==> src/rtl/cpu_pkg.sv <==
// Shared CPU-side types and constants for the instruction-fetch path:
// fetch FSM states, prefetch fault codes and AXI response encodings.
package cpu_pkg;

  localparam int IM_ADDR_LEN = 32;
  localparam int IM_DATA_LEN = 32;

  typedef enum logic [1:0] {
    IDLE = 2'd0,
    ADDR = 2'd1,
    DATA = 2'd2,
    RESP = 2'd3
  } fetch_state_e;

  localparam logic [1:0] IMEM_BAD_NONE  = 2'b00;
  localparam logic [1:0] IMEM_BAD_BUS   = 2'b01;
  localparam logic [1:0] IMEM_BAD_RANGE = 2'b10;

  localparam logic [1:0] AXI_RESP_OKAY   = 2'b00;
  localparam logic [1:0] AXI_RESP_EXOKAY = 2'b01;
  localparam logic [1:0] AXI_RESP_SLVERR = 2'b10;
  localparam logic [1:0] AXI_RESP_DECERR = 2'b11;

  // Instruction fetches are always secure; only the privilege bit varies.
  function automatic logic [2:0] fetch_arprot(input logic priv_m);
    return {1'b1, 1'b0, priv_m};
  endfunction

endpackage

==> src/rtl/imem_axi_bridge_if.sv <==
// Read-only AXI4-Lite channel bundle (AR + R) between the fetch bridge
// and the interconnect.
interface imem_axi_bridge_if #(
  parameter int ADDR_W = 32,
  parameter int DATA_W = 32
);
  logic [ADDR_W-1:0] m_araddr;
  logic              m_arvalid;
  logic              m_arready;
  logic [2:0]        m_arprot;
  logic [DATA_W-1:0] m_rdata;
  logic [1:0]        m_rresp;
  logic              m_rvalid;
  logic              m_rready;

  modport master (
    output m_araddr, m_arvalid, m_arprot, m_rready,
    input  m_arready, m_rdata, m_rresp, m_rvalid
  );

  modport slave (
    input  m_araddr, m_arvalid, m_arprot, m_rready,
    output m_arready, m_rdata, m_rresp, m_rvalid
  );
endinterface

==> src/rtl/imem_axi_bridge.sv <==
// Bridges the prefetch unit's instruction-memory port onto a read-only
// AXI4-Lite master, one outstanding word fetch, with executable-region filtering.
module imem_axi_bridge
  import cpu_pkg::*;
#(
  parameter int                ADDR_W   = IM_ADDR_LEN,
  parameter int                DATA_W   = IM_DATA_LEN,
  parameter logic [ADDR_W-1:0] EXE_BASE = 32'h0000_0000,
  parameter logic [ADDR_W-1:0] EXE_SIZE = 32'h1000_0000
) (
  input  logic                clk,
  input  logic                rstn,
  input  logic                imem_req,
  input  logic [ADDR_W-1:0]   imem_addr,
  output logic [DATA_W-1:0]   imem_rdata,
  output logic [1:0]          imem_bad,
  output logic                imem_busy,
  input  logic                priv_m,
  imem_axi_bridge_if.master   m
);

  fetch_state_e      state_q;
  logic [ADDR_W-1:0] araddr_q;
  logic [2:0]        arprot_q;
  logic              arvalid_q;
  logic              rready_q;
  logic [DATA_W-1:0] rdata_q;
  logic [1:0]        bad_q;

  logic [ADDR_W-1:0] araddr_d;
  logic [ADDR_W-1:0] region_off;
  logic              in_region;
  logic              rresp_err;

  assign araddr_d   = {imem_addr[ADDR_W-1:2], 2'b00};
  // Unsigned wrap makes addresses below EXE_BASE fail the size compare.
  assign region_off = imem_addr - EXE_BASE;
  assign in_region  = (region_off < EXE_SIZE);
  assign rresp_err  = (m.m_rresp == AXI_RESP_SLVERR) || (m.m_rresp == AXI_RESP_DECERR);

  assign imem_busy  = (state_q == ADDR) || (state_q == DATA);
  assign imem_rdata = rdata_q;
  assign imem_bad   = bad_q;
  assign m.m_araddr  = araddr_q;
  assign m.m_arprot  = arprot_q;
  assign m.m_arvalid = arvalid_q;
  assign m.m_rready  = rready_q;

  // NOTE: every register here is updated with <= so all of them see the
  // pre-edge values of each other; a blocking = would create ordering races.
  always_ff @(posedge clk or negedge rstn) begin
    if (!rstn) begin
      state_q   <= IDLE;
      araddr_q  <= '0;
      arprot_q  <= 3'b100;
      arvalid_q <= 1'b0;
      rready_q  <= 1'b0;
      rdata_q   <= '0;
      bad_q     <= IMEM_BAD_NONE;
    end else begin
      unique case (state_q)
        IDLE, RESP: begin
          if (imem_req) begin
            araddr_q <= araddr_d;
            arprot_q <= fetch_arprot(priv_m);
            if (in_region) begin
              state_q   <= ADDR;
              arvalid_q <= 1'b1;
            end else begin
              state_q <= RESP;
              rdata_q <= '0;
              bad_q   <= IMEM_BAD_RANGE;
            end
          end else begin
            state_q <= IDLE;
          end
        end
        ADDR: begin
          // arvalid cannot be withdrawn, so the fetch always completes.
          if (m.m_arready) begin
            state_q   <= DATA;
            arvalid_q <= 1'b0;
            rready_q  <= 1'b1;
          end
        end
        DATA: begin
          if (m.m_rvalid) begin
            state_q  <= RESP;
            rready_q <= 1'b0;
            rdata_q  <= m.m_rdata;
            bad_q    <= rresp_err ? IMEM_BAD_BUS : IMEM_BAD_NONE;
          end
        end
      endcase
    end
  end

endmodule

==> src/flat_wrapper.sv <==
// flat-port wrapper written by rule: the top's interface ports become plain ports
module imem_axi_bridge_flat import cpu_pkg::*;
#(
  parameter int                ADDR_W   = IM_ADDR_LEN,
  parameter int                DATA_W   = IM_DATA_LEN,
  parameter logic [ADDR_W-1:0] EXE_BASE = 32'h0000_0000,
  parameter logic [ADDR_W-1:0] EXE_SIZE = 32'h1000_0000
)
  (clk, rstn, imem_req, imem_addr, imem_rdata, imem_bad, imem_busy, priv_m, m_m_araddr, m_m_arvalid, m_m_arprot, m_m_rready, m_m_arready, m_m_rdata, m_m_rresp, m_m_rvalid);
  imem_axi_bridge_if #(.ADDR_W(ADDR_W), .DATA_W(DATA_W)) m_i ();
  input  logic clk;
  input  logic rstn;
  input  logic imem_req;
  input  logic [ADDR_W-1:0] imem_addr;
  output logic [DATA_W-1:0] imem_rdata;
  output logic [1:0] imem_bad;
  output logic imem_busy;
  input  logic priv_m;
  output wire logic [$bits(m_i.m_araddr)-1:0] m_m_araddr;
  output wire logic [$bits(m_i.m_arvalid)-1:0] m_m_arvalid;
  output wire logic [$bits(m_i.m_arprot)-1:0] m_m_arprot;
  output wire logic [$bits(m_i.m_rready)-1:0] m_m_rready;
  input wire logic [$bits(m_i.m_arready)-1:0] m_m_arready;
  input wire logic [$bits(m_i.m_rdata)-1:0] m_m_rdata;
  input wire logic [$bits(m_i.m_rresp)-1:0] m_m_rresp;
  input wire logic [$bits(m_i.m_rvalid)-1:0] m_m_rvalid;
  assign m_m_araddr = m_i.m_araddr;
  assign m_m_arvalid = m_i.m_arvalid;
  assign m_m_arprot = m_i.m_arprot;
  assign m_m_rready = m_i.m_rready;
  assign m_i.m_arready = m_m_arready;
  assign m_i.m_rdata = m_m_rdata;
  assign m_i.m_rresp = m_m_rresp;
  assign m_i.m_rvalid = m_m_rvalid;
  imem_axi_bridge #(.ADDR_W(ADDR_W), .DATA_W(DATA_W), .EXE_BASE(EXE_BASE), .EXE_SIZE(EXE_SIZE)) u_core (.clk(clk), .rstn(rstn), .imem_req(imem_req), .imem_addr(imem_addr), .imem_rdata(imem_rdata), .imem_bad(imem_bad), .imem_busy(imem_busy), .priv_m(priv_m), .m(m_i));
endmodule
==> config.mk <==
export PLATFORM = sky130hd
export DESIGN_NAME = imem_axi_bridge_flat
export DESIGN_NICKNAME = d
export VERILOG_FILES = /design/src/rtl/cpu_pkg.sv /design/src/rtl/imem_axi_bridge_if.sv /design/src/rtl/imem_axi_bridge.sv /design/src/flat_wrapper.sv
export SDC_FILE = /design/constraint.sdc
export NUM_CORES = 1
export LEC_CHECK = 0
export ABC_AREA = 0
export CAP_MARGIN = 20
export CORE_UTILIZATION = 34
export DETAILED_ROUTE_END_ITERATION = 10
export PLACE_DENSITY = 0.76
export SYNTH_ARGS = -nofsm -noshare
export SYNTH_HDL_FRONTEND = slang
export SYNTH_SLANG_ARGS = --single-unit
==> constraint.sdc <==
create_clock -name clk -period 1.8 [get_ports clk]
set_input_delay 0.27 -clock clk [delete_from_list [all_inputs] [get_ports clk]]
set_output_delay 0.27 -clock clk [all_outputs]
set_load 0.005 [all_outputs]
==> results.md, run 1 <==
* Result of the run: completed
* CTS max path bufs at 2
* Part of the cycle the worst path needs at a little over nine tenths
* Data required time at the worst endpoint at 2.03 ns
* Top library cells by usage in the layout, fill and taps aside: sky130_fd_sc_hd__clkdlybuf4s50_1 (132), sky130_fd_sc_hd__dfrtp_1 (69), sky130_fd_sc_hd__and3_1 (33), sky130_fd_sc_hd__a22o_1 (33), sky130_fd_sc_hd__mux2_2 (31)
* CTS tree: yes
* Cell Count, Final, Fillers Out at between 500 and 600
* Post-route total power at 0.00861 W
* Final ANT Viol Nets at 0
* Dpl cells at around 500
* Max IR drop VDD at around 0.00086 V
* Capturing point of the worst reg2reg path: u_core.imem_rdata[28]$_DFFE_PN0P_
* Remaining design rule violation count at 0
* Area of placed instances at slightly below 5000 um^2
* Worst Hold Class: in2reg
* Worst Setup End Kind: flop
* CP Max Fanout at 5
* Starting DRC count in detailed routing at 99
* Total inserted antenna cells at 0
* Startpoint kind of the worst setup timing path: primary input
* Clock transition at path regs at ~0.070 ns
* Die X at ~100 um
* Via count of the first global-routing pass at around 2800
* Synth warnings at 0
* Launch point of the worst reg-to-reg path: u_core.state_q[0]$_DFFE_PN0P_
* Average size of a mapped cell at ~13 um^2
* Skew final at 0.00718 ns
* Average wire length per cell after detail routing at ~17 um
* Cell count after synthesis at around 260
* Worst Hold End: u_core.m.m_araddr[28]$_DFFE_PN0P_
* Share of cells above drive strength 1 at a little under a fifth
* Clock root buffer master: sky130_fd_sc_hd__clkbuf_8
* # port buffers at 136
* Switching Share at between 30% and 40%
* Number of nets in the layout at around 480
* Final estimated routing congestion in global placement at slightly below 0.8
* Core region area at 9240 um^2
* Core utilization of the finished layout at between 50 and 60%
* Worst endpoint data arrival time at about 2.0 ns
* Number of antenna violations at the first check in global routing at 0
* Kind of critical path: in2reg
* Max H-tree Level at 3
* Total I/O pin count at roughly 140
* Standby leakage power at 2.24 nW
* Part of the Yosys area used for sequential elements at between 50% and 60%
* Growth of design area from synthesis to finish at 56.0%
* Fraction of power consumed by the clock network at 12.6%
* Synth Register Bits at slightly below 70
* Die height at 99.7 um
* Overflow left after global routing at 0
* Routed wire length at between 9 and 10 mm
* Post-Syn Area at approximately 3200 um^2
* Wire length of the first global-routing pass at ~14 mm
* Hold Crit Depth at 2
* Via density per instance at about 5.3
* Flop pwr share at between 30% and 40%
* Max capacitance violation total at 0
* Final count of hold timing violations at 0
* Comb pwr share at 54.3%
* Critical hold path startpoint: imem_addr[28]
* Setup-failing EPs final at 0
* Initial core utilization at a little over a third
* Unrepaired setup endpoints after global routing: true
* Pre-Repair DR Iteration Count at 4
* Pwr per Cell Area at around 1700 nW/um^2
* Number of filler cells placed in the layout at between 700 and 800
* Pin count of the biggest net entering global routing at 70
* Worst-skew pair later-pin latency at approximately 0.34 ns
* P_int at between 0.005 and 0.006 W
* Area enclosed by the die boundary at 9950 um^2
* HPWL reported at the end of detailed placement at 5.93 mm
* Vias after detailed routing at approximately 2800
* Switching power at 0.00283 W
* Global-route usage over all layers at a little under a fifth
* TritonCTS Buffers at 9
* Clock sink total at slightly below 70
* Final Slew Violations at 0
* Leading cell type in the layout, fill and taps excluded: sky130_fd_sc_hd__clkdlybuf4s50_1
* Distinct cell type count after synthesis at 25
* Max Clock Freq at between 500 and 600 MHz
* Time the final worst path needs with I/O delays and setup at between 1.5 and 2 ns
* Worst reg-to-reg path cell count at 7
* Minimum setup slack among reg-to-reg paths at around 0.11 ns
* Final standard cell area without fillers at 5070 um^2
* Cell Rows at 35
-- cells by family (layout without fill, tap and decap cells) --
kind of cell             Yosys count  in the layout  share of synthesized area (%)
AO/OA/AOI/OAI                     78             78                           21.3
flip-flops                        69             69                           53.2
AND/OR/NAND/NOR                   42             45                           7.70
buffers and inverters             34            179                           5.78
multiplexers                      32             32                           11.1
adder cells (fa/ha/maj)            2              2                          0.770
other                              2              4                          0.231
-- Yosys cell counts --
master	number	area share [%]
sky130_fd_sc_hd__a31oi_1	2	0.39
sky130_fd_sc_hd__a221o_2	4	1.4
sky130_fd_sc_hd__mux2i_1	1	0.31
sky130_fd_sc_hd__a21oi_1	4	0.62
sky130_fd_sc_hd__buf_6	1	0.35
sky130_fd_sc_hd__buf_8	3	1.4
sky130_fd_sc_hd__o21ai_0	4	0.62
sky130_fd_sc_hd__inv_1	6	0.69
sky130_fd_sc_hd__ha_1	2	0.77
sky130_fd_sc_hd__and3_1	34	6.5
sky130_fd_sc_hd__nor2_1	3	0.35
sky130_fd_sc_hd__clkinv_1	1	0.12
sky130_fd_sc_hd__dfrtp_1	69	53
sky130_fd_sc_hd__a221o_1	29	8.9
sky130_fd_sc_hd__a2bb2oi_1	1	0.27
sky130_fd_sc_hd__or4_4	1	0.35
sky130_fd_sc_hd__clkbuf_1	13	1.5
sky130_fd_sc_hd__buf_4	4	0.92
sky130_fd_sc_hd__mux2_2	31	11
sky130_fd_sc_hd__o22ai_1	1	0.19
sky130_fd_sc_hd__conb_1	2	0.23
sky130_fd_sc_hd__buf_1	3	0.35
sky130_fd_sc_hd__buf_2	3	0.46
sky130_fd_sc_hd__a22o_1	33	8.9
sky130_fd_sc_hd__nand2_1	4	0.46
-- sequential cells by signal, indices dropped and copies added, names as in the netlist --
| signal | cells |
|---|---|
| u_core.m.m_arprot | 1 |
| u_core.m.m_rready | 1 |
| u_core.m.m_araddr | 30 |
| u_core.imem_bad | 2 |
| u_core.m.m_arvalid | 1 |
| u_core.imem_rdata | 32 |
| u_core.state_q | 2 |
-- power groups by stage --
stage	Sequential (W)	Clock, W	Combinational [W]
6_report	0.00285	0.00108	0.00468
5_1_grt	0.00296	0.00117	0.00507
4_1_cts	0.00286	0.00111	0.00464
3_5_place_dp	0.00287	0	0.00455
3_3_place_gp	0.00282	0	0.00446
2_1_floorplan	0.00284	0	0.00212
-- cell type report --
type / instances / area [um^2] / share of cell area [%]
Timing Repair Buffer: 156 / 1590 / 31.3
Clock buffer: 11 / 131 / 2.59
Multi-Input combinational cell: 161 / 1410 / 27.8
Clock inverter: 5 / 27.5 / 0.543
Inverter: 7 / 26.3 / 0.519
Tap cell: 129 / 161 / 3.19
Sequential cell: 69 / 1730 / 34.1
-- per-stage QoR --
step           hold WS (ns)  setup TNS, ns  worst slack (ns)
2_1_floorplan       -0.0256              0           0.00817
3_3_place_gp          0.323         -11.69            -0.441
3_5_place_dp          0.324         -13.09            -0.466
4_1_cts               0.317              0            0.0174
5_1_grt               0.338       -0.00207          -0.00207
6_report              0.327              0            0.0352
-- worst max-delay path by stage --
stage	startpoint	endpoint	slack, ns	depth (start not counted)
2_1_floorplan	imem_addr[31]	u_core.imem_rdata[20]$_DFFE_PN0P_	0.008	6
3_3_place_gp	imem_addr[30]	u_core.imem_rdata[28]$_DFFE_PN0P_	-0.44	5
3_5_place_dp	imem_addr[31]	u_core.imem_rdata[28]$_DFFE_PN0P_	-0.47	5
4_1_cts	u_core.state_q[0]$_DFFE_PN0P_	u_core.imem_rdata[28]$_DFFE_PN0P_	0.02	8
5_1_grt	imem_addr[29]	u_core.imem_rdata[17]$_DFFE_PN0P_	-0.002	5
6_report	imem_addr[29]	u_core.imem_rdata[28]$_DFFE_PN0P_	0.04	5
-- critical path, cell delays in order --
cell and delay (ns):
sky130_fd_sc_hd__clkdlybuf4s50_1 0.42, sky130_fd_sc_hd__or4_4 0.54, sky130_fd_sc_hd__and3_4 0.20, sky130_fd_sc_hd__a221o_2 0.33, sky130_fd_sc_hd__a22o_1 0.22
-- per-layer routing --
metal | global-route usage (%) | vias to the layer above | wire length (um)
li1 | - | 1293 | -
met1 | 25.0 | 1423 | 3890
met2 | 29.4 | 101 | 4600
met3 | 3.44 | 17 | 437
met4 | 8.26 | 0 | 183
met5 | 0 | - | 0
-- timing repair --
item / in CTS / in global routing
endpoints found under the hold margin: 69 / 0
buffers inserted: 3 / 0
hold buffers: 1 / 0
endpoints found under the setup margin: 34 / 21
resized for setup: 7 / 2
cloned: 3 / 1
pin swaps: 2 / 0
(Power assumes the default switching activity.)
==> run 2: changes to the inputs <==
--- a/config.mk
+++ b/config.mk
@@ -8,7 +8,9 @@
 export ABC_AREA = 0
 export CAP_MARGIN = 20
 export CORE_UTILIZATION = 34
+export CTS_CLUSTER_DIAMETER = 200
 export DETAILED_ROUTE_END_ITERATION = 10
+export MAX_ROUTING_LAYER = met4
 export PLACE_DENSITY = 0.76
 export SYNTH_ARGS = -nofsm -noshare
 export SYNTH_HDL_FRONTEND = slang
==> run 2 against run 1 <==
Largest power group unchanged. Core utilization unchanged. Worst hold slack better by 0.0019 ns. Sequential share of layout area unchanged. Critical endpoint unchanged. Final area unchanged. Highest routed layer unchanged. Cell count unchanged. Register-to-register slack about the same. Wire length up 0.34%. Global-route usage up 0.55 points. Worst setup slack worse by 0.0017 ns. Clock skew about the same. Die area unchanged. Flip-flop and latch count unchanged.
==> results.md, run 2 (synthesized netlist as in run 1, its figures left out) <==
* Result of the run: completed (unchanged)
* Time the final worst path needs with I/O delays and setup at 1.77 ns (was 1.76 ns)
* HPWL reported at the end of detailed placement at 5.93 mm (unchanged)
* Total inserted antenna cells at 0 (unchanged)
* Data required time at the worst endpoint at 2.03 ns (about the same)
* Final Slew Violations at 0 (unchanged)
* Area of placed instances at 4810 um^2 (unchanged)
* Max H-tree Level at 3 (unchanged)
* Flop pwr share at 33.1% (about the same)
* Startpoint kind of the worst setup timing path: primary input (unchanged)
* Routed wire length at 9.13 mm (was 9.10 mm)
* Max Clock Freq at 566 MHz (was 567 MHz)
* Final count of hold timing violations at 0 (unchanged)
* Max capacitance violation total at 0 (unchanged)
* Clock transition at path regs at 0.07 ns (about the same)
* Leading cell type in the layout, fill and taps excluded: sky130_fd_sc_hd__clkdlybuf4s50_1 (unchanged)
* Via density per instance at 5.29 (was 5.27)
* Top library cells by usage in the layout, fill and taps aside: sky130_fd_sc_hd__clkdlybuf4s50_1 (132), sky130_fd_sc_hd__dfrtp_1 (69), sky130_fd_sc_hd__and3_1 (33), sky130_fd_sc_hd__a22o_1 (33), sky130_fd_sc_hd__mux2_2 (31) (unchanged)
* Die X at 99.7 um (unchanged)
* Final estimated routing congestion in global placement at 0.785 (was 0.775)
* Final Worst Setup Slack at 0.0335 ns (was 0.0352 ns)
* Average wire length per cell after detail routing at 17.0 um (was 16.9 um)
* Post-place setup slack at -0.466 ns (unchanged)
* CP Max Fanout at 5 (unchanged)
* Global-route usage over all layers at 19.2% (was 18.6%)
* Switching Share at 32.9% (was 32.8%)
* Max IR drop VDD at 0.000866 V (was 0.000857 V)
* P_int at 0.00579 W (about the same)
* CTS tree: yes (unchanged)
* Max reg flops at 32 (unchanged)
* Number of nets in the layout at 478 (unchanged)
* Overflow left after global routing at 0 (unchanged)
* Kind of critical path: in2reg (unchanged)
* Pwr per Cell Area at 1700 nW/um^2 (about the same)
* Via count of the first global-routing pass at 2813 (was 2805)
* Fraction of power consumed by the clock network at 12.5% (was 12.6%)
* Pin count of the biggest net entering global routing at 70 (unchanged)
* Number of antenna violations at the first check in global routing at 0 (unchanged)
* Worst-skew pair later-pin latency at 0.34 ns (about the same)
* Share of cells above drive strength 1 at 19.1% (unchanged)
* Area enclosed by the die boundary at 9950 um^2 (unchanged)
* Worst endpoint data arrival time at 2.00 ns (was 1.99 ns)
* Final ANT Viol Nets at 0 (unchanged)
* TritonCTS Buffers at 9 (unchanged)
* Starting DRC count in detailed routing at 119 (was 99)
* Clock root buffer master: sky130_fd_sc_hd__clkbuf_8 (unchanged)
* Comb pwr share at 54.4% (was 54.3%)
* Worst Setup End Kind: flop (unchanged)
* Worst Hold Class: in2reg (unchanged)
* Die height at 99.7 um (unchanged)
* Remaining design rule violation count at 0 (unchanged)
* Growth of design area from synthesis to finish at 56.0% (unchanged)
* Final standard cell area without fillers at 5070 um^2 (unchanged)
* Part of the cycle the worst path needs at 98.1% (was 98.0%)
* Skew final at 0.00697 ns (was 0.00718 ns)
* Setup-failing EPs final at 0 (unchanged)
* Clock sink total at 69 (unchanged)
* Standby leakage power at 2.24 nW (unchanged)
* Vias after detailed routing at 2846 (was 2834)
* Core region area at 9240 um^2 (unchanged)
* Switching power at 0.00283 W (about the same)
* # port buffers at 136 (unchanged)
* Total I/O pin count at 144 (unchanged)
* CTS max path bufs at 2 (unchanged)
* Unrepaired setup endpoints after global routing: true (unchanged)
* Pre-Repair DR Iteration Count at 4 (unchanged)
* Cell Rows at 35 (unchanged)
* Initial core utilization at 35.2% (unchanged)
* Wire length of the first global-routing pass at 14.4 mm (about the same)
[run 2: cell counts in the layout (fill, tap and decap cells not counted)]
Identical to the previous run, type by type.
[run 2: path summary, 6_finish.rpt]
kind | slack, ns | cells after the start | startpoint | to
worst min-delay path | 0.33 | 2 | imem_addr[28] | u_core.m.m_araddr[28]$_DFFE_PN0P_
worst max-delay path | 0.03 | 5 | imem_addr[29] | u_core.imem_rdata[28]$_DFFE_PN0P_
worst max register to register | 0.11 | 7 | u_core.state_q[0]$_DFFE_PN0P_ | u_core.imem_rdata[28]$_DFFE_PN0P_
min in group asynchronous | 0.49 | 3 | rstn | u_core.imem_rdata[17]$_DFFE_PN0P_
max in group asynchronous | 1.02 | 3 | rstn | u_core.state_q[1]$_DFFE_PN0P_
worst min register to register | 0.51 | 1 | u_core.m.m_araddr[22]$_DFFE_PN0P_ | u_core.m.m_araddr[22]$_DFFE_PN0P_
[run 2: cell type report]
type,count,area [um^2]
clock buffers,11,131
clock inverters,5,27.5
fillers,785,4170
inverters,7,26.3
multi-input cells,161,1410
flip-flops and latches,69,1730
well taps,129,161
repair buffers,156,1590
[run 2: what timing repair did]
item | in CTS | in global routing
gates cloned | 3 | 1
gates resized for setup | 7 | 2
endpoints found under the setup margin | 34 | 21
hold endpoints to repair | 69 | 0
buffers inserted | 3 | 0
pin swaps | 2 | 0
hold buffers | 1 | 0
[run 2: power by group through the flow]
stage	Sequential [W]	Combinational, W	Clock, W
4_1_cts	0.00286	0.00464	0.00111
2_1_floorplan	0.00284	0.00212	0
3_3_place_gp	0.00282	0.00446	0
5_1_grt	0.00296	0.00507	0.00117
6_report	0.00285	0.00468	0.00108
3_5_place_dp	0.00287	0.00455	0
[run 2: routing by layer]
layer	global-route usage [%]	vias to the layer above	routed length, um
met2	29.4	104	4640
met1	25.1	1435	4010
met3	3.16	12	398
met4	8.26	0	87
li1	-	1295	-
met5	-	-	0
[run 2: through the flow]
stage	power [W]	hold WS (ns)	std cells	TNS, ns	utilization [%]
final	0.00862	0.329	538	0	54.8
after floorplan	0.00497	-0.0256	261	0	-
after detailed placement	0.00742	0.324	515	-13.09	52.1
after global placement	0.00728	0.323	515	-11.69	52.1
after CTS	0.00861	0.317	538	0	54.6
after global routing	0.00919	0.338	538	-0.00209	54.8
[run 2: worst max-delay path: stages]
cell and delay (ns):
sky130_fd_sc_hd__clkdlybuf4s50_1 0.42, sky130_fd_sc_hd__or4_4 0.54, sky130_fd_sc_hd__and3_4 0.21, sky130_fd_sc_hd__a221o_2 0.33, sky130_fd_sc_hd__a22o_1 0.22
==> run 3: changes to the inputs <==
--- a/config.mk
+++ b/config.mk
@@ -8,6 +8,7 @@
 export ABC_AREA = 0
 export CAP_MARGIN = 20
 export CORE_UTILIZATION = 34
+export CTS_BUF_LIST = sky130_fd_sc_hd__clkbuf_8
 export CTS_CLUSTER_DIAMETER = 200
 export DETAILED_ROUTE_END_ITERATION = 10
 export MAX_ROUTING_LAYER = met4
==> run 3 against run 2 <==
Sequential power barely moved. Fmax shrank 0.15%. Global-route usage hardly changed. Wire length increased by 0.22%. Via count fell by 1.2%. Die area stayed put. Combinational power hardly changed. Clock power about the same. Worst hold slack is essentially flat. Count of clock-buffer cells in the layout shrank 2. Total power decreased by 0.19%. First-iteration DRC count down 14%.
==> results.md, run 3 (synthesized netlist as in run 1, its figures left out) <==
* Number of nets in the layout at 478 (unchanged)
* Setup-failing EPs final at 0 (unchanged)
* Clock root buffer master: sky130_fd_sc_hd__clkbuf_8 (unchanged)
* Total I/O pin count at 144 (unchanged)
* CP Max Fanout at 5 (unchanged)
* Number of antenna violations at the first check in global routing at 0 (unchanged)
* Area of placed instances at 4810 um^2 (unchanged)
* Unrepaired setup endpoints after global routing: true (unchanged)
* Growth of design area from synthesis to finish at 56.0% (unchanged)
* Remaining design rule violation count at 0 (unchanged)
* Standby leakage power at 2.25 nW (was 2.24 nW)
* Clock sink total at 69 (unchanged)
* Max Clock Freq at 565 MHz (was 566 MHz)
* Die X at 99.7 um (unchanged)
* Clock transition at path regs at 0.07 ns (about the same)
* Skew final at 0.00792 ns (was 0.00697 ns)
* Final standard cell area without fillers at 5070 um^2 (unchanged)
* Leading cell type in the layout, fill and taps excluded: sky130_fd_sc_hd__clkdlybuf4s50_1 (unchanged)
* Via density per instance at 5.23 (was 5.29)
* Kind of critical path: in2reg (unchanged)
* Data required time at the worst endpoint at 2.03 ns (about the same)
* Routed wire length at 9.15 mm (was 9.13 mm)
* Number of filler cells placed in the layout at 786 (was 785)
* Buffers & Inverters on Critical Path at 1 (unchanged)
* Max H-tree Level at 3 (unchanged)
* Result of the run: completed (unchanged)
* Worst Setup End Kind: flop (unchanged)
* Part of the cycle the worst path needs at 98.3% (was 98.1%)
* # port buffers at 136 (unchanged)
* HPWL reported at the end of detailed placement at 5.93 mm (unchanged)
* Max stage delay cell, worst path: sky130_fd_sc_hd__or4_4 (unchanged)
* Via count of the first global-routing pass at 2801 (was 2813)
* Average wire length per cell after detail routing at 17.0 um (about the same)
* Cell Rows at 35 (unchanged)
* Final estimated routing congestion in global placement at 0.785 (unchanged)
* Max reg flops at 32 (unchanged)
* Share of cells above drive strength 1 at 19.1% (unchanged)
* Top library cells by usage in the layout, fill and taps aside: sky130_fd_sc_hd__clkdlybuf4s50_1 (132), sky130_fd_sc_hd__dfrtp_1 (69), sky130_fd_sc_hd__and3_1 (33), sky130_fd_sc_hd__a22o_1 (33), sky130_fd_sc_hd__mux2_2 (31) (unchanged)
* TritonCTS Buffers at 9 (unchanged)
* Time the final worst path needs with I/O delays and setup at 1.77 ns (about the same)
* Startpoint kind of the worst setup timing path: primary input (unchanged)
* Final Slew Violations at 0 (unchanged)
* Global-route usage over all layers at 19.1% (was 19.2%)
* Worst-skew pair later-pin latency at 0.34 ns (about the same)
* Max IR drop VDD at 0.000862 V (was 0.000866 V)
* Final ANT Viol Nets at 0 (unchanged)
* Post-route total power at 0.00860 W (was 0.00862 W)
* Total inserted antenna cells at 0 (unchanged)
* CTS max path bufs at 2 (unchanged)
* Pre-Repair DR Iteration Count at 4 (unchanged)
* CTS tree: yes (unchanged)
* Area enclosed by the die boundary at 9950 um^2 (unchanged)
* Initial core utilization at 35.2% (unchanged)
* Pin count of the biggest net entering global routing at 70 (unchanged)
* Worst endpoint data arrival time at 2.00 ns (about the same)
* Worst Hold Class: in2reg (unchanged)
* Max capacitance violation total at 0 (unchanged)
* Vias after detailed routing at 2812 (was 2846)
* Sequence of cells on the critical path: clkdlybuf4s50_1 > or4_4 > and3_4 > a221o_2 > a22o_1 (unchanged)
* Cell family contributing the most delay on the critical path: simple AND/OR/NAND/NOR gates (unchanged)
* Critical Path Max Stage Delay at 0.54 ns (about the same)
* Die height at 99.7 um (unchanged)
* Pwr per Cell Area at 1700 nW/um^2 (about the same)
* Wire length of the first global-routing pass at 14.4 mm (about the same)
* Final count of hold timing violations at 0 (unchanged)
* Starting DRC count in detailed routing at 102 (was 119)
* Overflow left after global routing at 0 (unchanged)
* Core region area at 9240 um^2 (unchanged)
[run 3: changes by cell type in the layout (fill, tap and decap cells not counted), sizes merged]
cell    before  now
clkbuf      12   10
inv          6    8
[run 3: area by class of cell]
cell class / instances / area, um^2 / share of cell area, %
clock inverter: 7 / 35.0 / 0.692
tap: 129 / 161 / 3.19
timing repair buffer: 156 / 1590 / 31.3
inverter: 7 / 26.3 / 0.519
sequential: 69 / 1730 / 34.1
clock buffer: 9 / 124 / 2.45
multi-input combinational: 161 / 1410 / 27.8
[run 3: where the power goes]
group / switching (W) / internal, W
clock: 0.000589 / 0.000480
combinational: 0.00171 / 0.00297
sequential: 0.000523 / 0.00233
total: 0.00283 / 0.00577
[run 3: through the flow]
stage | utilization, % | hold slack [ns] | setup TNS (ns) | cells | setup WS, ns
floorplan | - | -0.0256 | 0 | 261 | 0.00817
finish | 54.8 | 0.329 | 0 | 538 | 0.0309
CTS | 54.6 | 0.317 | 0 | 538 | 0.0174
detailed placement | 52.1 | 0.324 | -13.09 | 515 | -0.466
global placement | 52.1 | 0.323 | -11.69 | 515 | -0.441
global route | 54.8 | 0.338 | -0.00113 | 538 | -0.000840
[run 3: path summary, 6_finish.rpt]
kind / startpoint / endpoint / slack (ns) / cells past startpoint
min reg2reg: u_core.m.m_araddr[22]$_DFFE_PN0P_ / u_core.m.m_araddr[22]$_DFFE_PN0P_ / 0.51 / 1
min in group asynchronous: rstn / u_core.imem_rdata[17]$_DFFE_PN0P_ / 0.49 / 3
max in group asynchronous: rstn / u_core.state_q[1]$_DFFE_PN0P_ / 1.02 / 3
max reg2reg: u_core.state_q[0]$_DFFE_PN0P_ / u_core.imem_rdata[28]$_DFFE_PN0P_ / 0.11 / 7
min: imem_addr[28] / u_core.m.m_araddr[28]$_DFFE_PN0P_ / 0.33 / 2
max: imem_addr[29] / u_core.imem_rdata[28]$_DFFE_PN0P_ / 0.03 / 5
[run 3: timing repair]
action | in CTS | in global routing
endpoints found under the setup margin | 34 | 20
setup buffers | 3 | 0
gates resized for setup | 7 | 2
hold buffers | 1 | 0
hold endpoints to repair | 69 | 0
pin swaps | 2 | 0
cloned | 3 | 1
[run 3: metal layers]
layer | share of wire [%] | vias to the layer above | GRT usage, %
met4 | 1.0 | 0 | 7.69
met5 | 0 | - | -
met1 | 44 | 1414 | 25.3
li1 | - | 1291 | -
met2 | 51 | 93 | 29.4
met3 | 3.7 | 14 | 3.09
